$ cat src/rtl/intr_pkg.sv
// Shared state encoding and stack segment tags for the interrupt entry sequencer.
package intr_pkg;

  typedef enum logic [2:0] {
    ST_IDLE     = 3'd0,
    ST_FLUSH    = 3'd1,
    ST_PUSH_PCH = 3'd2,
    ST_PUSH_PCL = 3'd3,
    ST_PUSH_FLG = 3'd4,
    ST_RD_VH    = 3'd5,
    ST_RD_VL    = 3'd6,
    ST_LOAD     = 3'd7
  } intr_state_e;

  localparam logic [1:0] SEG_NONE = 2'b00;
  localparam logic [1:0] SEG_PCH  = 2'b10;
  localparam logic [1:0] SEG_PCL  = 2'b11;
  localparam logic [1:0] SEG_FLG  = 2'b01;

endpackage

$ cat src/rtl/intr_controller.sv
// Interrupt entry sequencer: flush, push PC (and flags when INTR_FLAGS_PUSH_EN is defined),
// fetch the two-word vector, load the handler PC. One request can be held pending while busy.
module intr_controller
  import intr_pkg::*;
#(
  parameter int              ADDR_W   = 12,
  parameter logic [ADDR_W-1:0] VEC_ADDR = ADDR_W'(12'h002)
) (
  input  logic              clk,
  input  logic              rst,
  input  logic              intr_req,
  input  logic [31:0]       pc_in,
  input  logic [3:0]        flags_in,
  input  logic              mem_stall,
  input  logic [15:0]       mem_rdata,
  output logic              nop,
  output logic              push,
  output logic [15:0]       push_data,
  output logic [1:0]        push_seg,
  output logic              flags_clr,
  output logic              vec_rd,
  output logic [ADDR_W-1:0] vec_addr,
  output logic              write_pc,
  output logic [31:0]       pc_out,
  output logic              busy,
  output logic              int_ack
);

  // Low vector word address; the ADDR_W-wide sum wraps at the top of memory.
  localparam logic [ADDR_W-1:0] VEC_ADDR_LO = VEC_ADDR + 1'b1;

  intr_state_e r_state;
  logic [31:0] r_pc_save;
  logic [15:0] r_vec_hi;
  logic        r_pend;
`ifdef INTR_FLAGS_PUSH_EN
  logic [3:0]  r_flg_save;
`endif

  logic w_strobe_ok;
  assign w_strobe_ok = ~mem_stall;

  always_ff @(posedge clk) begin
    if (!rst) begin
      r_state    <= ST_IDLE;
      r_pc_save  <= '0;
      r_vec_hi   <= '0;
      r_pend     <= 1'b0;
`ifdef INTR_FLAGS_PUSH_EN
      r_flg_save <= '0;
`endif
    end else begin
      if (r_state != ST_IDLE && intr_req) r_pend <= 1'b1;
      case (r_state)
        ST_IDLE: begin
          if (intr_req || r_pend) begin
            r_pc_save  <= pc_in;
`ifdef INTR_FLAGS_PUSH_EN
            r_flg_save <= flags_in;
`endif
            r_pend     <= 1'b0;
            r_state    <= ST_FLUSH;
          end
        end
        ST_FLUSH:    r_state <= ST_PUSH_PCH;
        ST_PUSH_PCH: if (!mem_stall) r_state <= ST_PUSH_PCL;
`ifdef INTR_FLAGS_PUSH_EN
        ST_PUSH_PCL: if (!mem_stall) r_state <= ST_PUSH_FLG;
`else
        ST_PUSH_PCL: if (!mem_stall) r_state <= ST_RD_VH;
`endif
        ST_PUSH_FLG: if (!mem_stall) r_state <= ST_RD_VH;
        ST_RD_VH:    if (!mem_stall) r_state <= ST_RD_VL;
        ST_RD_VL: begin
          if (!mem_stall) begin
            r_vec_hi <= mem_rdata;
            r_state  <= ST_LOAD;
          end
        end
        ST_LOAD:     if (!mem_stall) r_state <= ST_IDLE;
        default:     r_state <= ST_IDLE;
      endcase
    end
  end

  always_comb begin
    nop       = (r_state != ST_IDLE);
    busy      = (r_state != ST_IDLE);
    push      = 1'b0;
    push_data = '0;
    push_seg  = SEG_NONE;
    flags_clr = 1'b0;
    vec_rd    = 1'b0;
    vec_addr  = '0;
    write_pc  = 1'b0;
    pc_out    = '0;
    int_ack   = 1'b0;
    case (r_state)
      ST_PUSH_PCH: begin
        push      = w_strobe_ok;
        push_seg  = SEG_PCH;
        push_data = r_pc_save[31:16];
      end
      ST_PUSH_PCL: begin
        push      = w_strobe_ok;
        push_seg  = SEG_PCL;
        push_data = r_pc_save[15:0];
      end
`ifdef INTR_FLAGS_PUSH_EN
      ST_PUSH_FLG: begin
        push      = w_strobe_ok;
        push_seg  = SEG_FLG;
        push_data = {12'b0, r_flg_save};
        flags_clr = 1'b1;
      end
`endif
      ST_RD_VH: begin
        vec_rd   = w_strobe_ok;
        vec_addr = VEC_ADDR;
      end
      ST_RD_VL: begin
        vec_rd   = w_strobe_ok;
        vec_addr = VEC_ADDR_LO;
      end
      ST_LOAD: begin
        write_pc = w_strobe_ok;
        int_ack  = w_strobe_ok;
        pc_out   = {r_vec_hi, mem_rdata};
      end
      default: ;
    endcase
  end

endmodule

$ cat config.mk
export PLATFORM = sky130hd
export DESIGN_NAME = intr_controller
export DESIGN_NICKNAME = d
export VERILOG_FILES = /design/src/rtl/intr_pkg.sv /design/src/rtl/intr_controller.sv
export SDC_FILE = /design/constraint.sdc
export NUM_CORES = 1
export LEC_CHECK = 0
export BUFFER_PORTS_ARGS = -buffer_cell sky130_fd_sc_hd__buf_2
export CAP_MARGIN = 20
export CORE_MARGIN = 4
export CORE_UTILIZATION = 49
export CTS_CLUSTER_SIZE = 40
export DETAILED_ROUTE_END_ITERATION = 7
export HOLD_SLACK_MARGIN = 0.06
export PLACE_DENSITY = 0.84
export SYNTH_ARGS = -nofsm -noshare
export SYNTH_HDL_FRONTEND = slang
export SYNTH_SLANG_ARGS = --single-unit
export TNS_END_PERCENT = 1
$ cat constraint.sdc
create_clock -name clk -period 3.14 [get_ports clk]
set_input_delay 0.157 -clock clk [delete_from_list [all_inputs] [get_ports clk]]
set_output_delay 0.157 -clock clk [all_outputs]
set_load 0.03 [all_outputs]
-- After elaboration in Yosys (flattened, before gate mapping)
Cells that the tools add are included.
- add/subtract/negate cells: 0
- multiply operators: 0
- div/mod/pow operators: 0
- order comparisons: 0
- eq/ne operators: 13
- shift operators: 0
- mux-type cells: 17
- bitwise operators: 1
- reductions and logical operators: 10
- operators by type and width (cell ; count):
    $mux W32 ; 1
    $pmux W16 S2 ; 1
    $pmux W3 S7 ; 1
    $mux W3 ; 6
    $eq A3 B3 Y1 const B ; 4
    $ne A2 B2 Y1 const B ; 6
    $pmux W2 S2 ; 2
    $eq A3 B2 Y1 const B ; 2
    $mux W1 ; 6
    $reduce_and A6 Y1 ; 1
    $reduce_or A2 Y1 ; 3
    $reduce_and A2 Y1 ; 2
    $eq A3 B1 Y1 const B ; 1
    $logic_not A3 Y1 ; 1
    $reduce_bool A3 Y1 ; 1
    $logic_and A1 B1 Y1 ; 1
    $logic_or A1 B1 Y1 ; 1
    $not A1 Y1 ; 1
- flip-flop bits (word level): 52
- bits in latches: 0
- bits in writable memories: 0
- memory bits (read-only): 0
- input bits: 56
- word-level logic and storage cells: 45
- memories: 0

-- Depth between registers and ports, before layout
- depth in word-level cells: 5
- depth in mapped cells: 5

-- Worst setup path after synthesis
OpenSTA, ideal clock, no wires.
- path kind: register to output
- start: register r_state[1]
- end: output port write_pc
- arrival time: 1.485 ns
- data required time: 2.983 ns
- setup slack: 1.498 ns
- cell stages (with the launch flop): 5
- buffers on the path: 2
- path through: dfxtp_1 buf_2 and3_1 nor2b_1 buf_4
- longest elaborated chain between the ends: 2
- RTL lines (item ; line ; source):
    start, declared ; intr_controller.sv:32 ; intr_state_e r_state;
    start signal, assigned ; intr_controller.sv:45 ; r_state <= ST_IDLE;
    start signal, assigned ; intr_controller.sv:62 ; r_state <= ST_FLUSH;
    start signal, assigned ; intr_controller.sv:65 ; ST_FLUSH: r_state <= ST_PUSH_PCH;
    $eq A3 B3 Y1 ; -- ;
    $mux W1 ; -- ;
    end, declared ; intr_controller.sv:23 ; output logic write_pc,
Every way passes these cells.

-- Worst setup path after layout
- start: register r_state[1]
- end: output port int_ack
- longest elaborated chain between the ends: 2
- RTL lines (item ; line ; source):
    $eq A3 B3 Y1 ; intr_controller.sv:98 ; case (r_state)
    $mux W1 ; intr_controller.sv:98 ;
    end, declared ; intr_controller.sv:26 ; output logic int_ack
Every way passes these cells.

==> flow_metrics.tcl <==
set metrics [dict create \
    outcome "complete, no violations" \
    cts_resized 0 \
    synth_cells 330 \
    peakVddDrop_mv 0.3538 \
    finalHoldViolCount 0 \
    ant_nets 0 \
    cts.path.max_buffers 2 \
    finalCriticalPeriod_ns 2.227 \
    drt_wl_total_um 5752 \
    fin_tns_setup_ns 0 \
    gp_congestion 0.7344 \
    wire_per_inst_um 11.74 \
    cts_buffers 5 \
    via_per_inst 4.729 \
    clk_pin_slew_worst_paths_ns 0.10 \
    boundaryPins 125 \
    p_leak_nw 1.622 \
    antenna_found_initial 0 \
    die_x_um 82.03 \
    synth-seq-cells 52 \
    placementRows 26 \
    fin_util_pct 62.50 \
    synth-edff-count 0 \
    cp_max_fo 33 \
    top_usage_layer "met2" \
    use_met3_pct 5.921 \
    cts_tree "built" \
    drive_above_1_share_pct 29.05 \
    drcViolationCount 0 \
    critPathCaptureType "output pin" \
    p_sw_share_pct 29.37 \
    hold_path.class "in -> reg" \
    synth_area_per_cell_um2 8.137 \
    maxCapViolations 0 \
    crit_type "reg -> out" \
    hold_path_depth 3 \
    comb_power_share_pct 22.2 \
    arrival_ns 2.07 \
    core_area_um2 5205 \
    initial_utilization_pct 51.59 \
    clkLatencyLatePin_ns 0.30 \
    r2r_end "r_pc_save[20]" \
    reg2reg_from "r_state[0]" \
    clkPwrFrac_pct 29.3 \
    seq_power_share_pct 48.5 \
    io_buffers 109 \
    drt_pass1_iterations 4 \
    p_switching_w 0.0004498 \
    powerDensity_nw_per_um2 470.8 \
    grt_use_met1_pct 18.86 \
    grt_pass1_wl_um 9114 \
    p_int_w 0.001082 \
    postCtsSetupRepairBufs 0 \
    syn_area_um2 2685 \
    relSlewSlack_pct 40.29 \
    worst_slew_pin_slew_ns 0.8957 \
    required_ns 2.98 \
    yosysWarningCount 0 \
    chipHeight_um 82.03 \
    clock-sinks 52 \
    vias 2317 \
    area_delta_synth_final_pct 21.16 \
    fin_skew_ns 0.007467 \
    fp.dieArea_um2 6728 \
    cts_hold_buf 0 \
    globalRouteOverflowTotal 0 \
    nNetsFinal 475 \
    whs_endpoint "r_pc_save[3]" \
    worstRegToRegCells 4 \
    use_met2_pct 31.58 \
    ys_types 27 \
    grt_util_all_layers_pct 17.12 \
    ys.flop_type "dfxtp_1" \
    fmax_ghz 0.4489 \
    first_iter_violations 60 \
    start_kind "register" \
    grt_max_degree 101 \
    setup_viol 0 \
    r2r_slack_ns 1.20 \
    synth_seq_area_share_pct 38.77 \
    synthArstFlopShare_pct 0 \
    period_share_pct 70.94 \
    maxSlewViolCount 0 \
    detailed_place_hpwl_um 4180 \
    clock-root-buffer "clkbuf_8" \
    antenna_cells 0 \
    rsz0062_at_grt "false" \
    grt_pass1_vias 2133 \
    hp-start "pc_in[3]" \
    htreeDepth 2 \
]
[worst max-delay path, stage by stage, from the launching register on]
cell     delay, ns
dfxtp_1       0.55
and3_1        0.73
nor2b_1       0.27
buf_2         0.23
[power by group through the flow]
| stage | sequential [W] | clock, W | combinational, W |
|---|---|---|---|
| global placement | 0.000754 | 0 | 0.000338 |
| finish | 0.000742 | 0.000450 | 0.000340 |
| detailed placement | 0.000758 | 0 | 0.000344 |
| CTS | 0.000742 | 0.000468 | 0.000344 |
| floorplan | 0.000745 | 0 | 0.000303 |
| global route | 0.000750 | 0.000499 | 0.000373 |
[layout make-up]
class	instances	area, µm²
clock buffer	5	68.82
fill	472	1952
tap	70	87.58
sequential	52	1041
inverter	1	3.754
clock inverter	3	42.54
timing repair buffer	112	575.6
multi-input combinational	247	1434
[kinds of logic (layout without fill, tap and decap cells)]
group           count (synthesis)  after routing  share of synthesized area [%]
buf+inv                        41            121                          9.226
other cells                     1             11                         0.1397
mux                            48             48                          17.89
compound gates                 18             18                          3.355
xor+xnor                        3              3                         0.9787
simple gates                  167            167                          29.64
flops                          52             52                          38.77
[registers in the layout, indices dropped and copies added (netlist names)]
signal	cells
r_vec_hi	16
r_state	3
r_pend	1
r_pc_save	32
[stage by stage]
stage	instances	total power (W)	hold slack (ns)	worst slack, ns	instance area (µm²)
floorplan	340	0.001047	0.2969	1.498	2723
global placement	481	0.001092	0.4053	1.187	3127
detailed placement	481	0.001101	0.4086	1.096	3127
CTS	489	0.001555	0.07608	0.9111	3238
global route	490	0.001622	0.06729	0.7581	3253
finish	490	0.001532	0.08717	0.9125	3253
[metal layers]
metal  up-vias  routed length, µm
li1       1220                  -
met1      1003               2328
met2        88               2789
met3         6                599
met4         0                 35
met5         -                  0
[cells in the mapped netlist, drive strengths merged, types with 2 or more instances]
cell / count / area share [%]
o21ai: 17 / 3.2
xor2: 2 / 0.65
buf: 22 / 6.6
nor2b: 2 / 0.47
dfxtp: 52 / 39
nand2: 84 / 12
and2: 34 / 7.9
clkbuf: 18 / 2.5
and3b: 2 / 0.65
nand3: 16 / 3.0
mux2i: 48 / 18
nand3b: 2 / 0.56
nor2: 22 / 3.7
[worst max-delay path by stage]
stage               start     endpoint  slack (ns)  depth (start not counted)
2_1_floorplan  r_state[1]     write_pc        1.50                          4
3_3_place_gp   r_state[1]  r_vec_hi[0]        1.19                          3
3_5_place_dp   r_state[1]  r_vec_hi[9]        1.10                          3
4_1_cts        r_state[1]      int_ack        0.91                          3
5_1_grt        r_state[1]     write_pc        0.76                          3
6_report       r_state[1]      int_ack        0.91                          3
[layout by cell type (no fill, tap or decap), drive strengths merged]
master / instances
clkinvlp: 1
o21ai: 17
and2: 34
nand4bb: 1
mux2i: 48
nor2: 22
a21oi: 1
nor2b: 2
inv: 1
buf: 112
xor2: 2
xnor2: 1
conb: 11
nand2b: 1
nand3b: 2
dfxtp: 52
clkbuf: 5
nand3: 16
or3: 1
nand2: 84
bufinv: 1
and3b: 2
and3: 1
and4: 1
clkinv: 1
(Power assumes the default switching activity.)
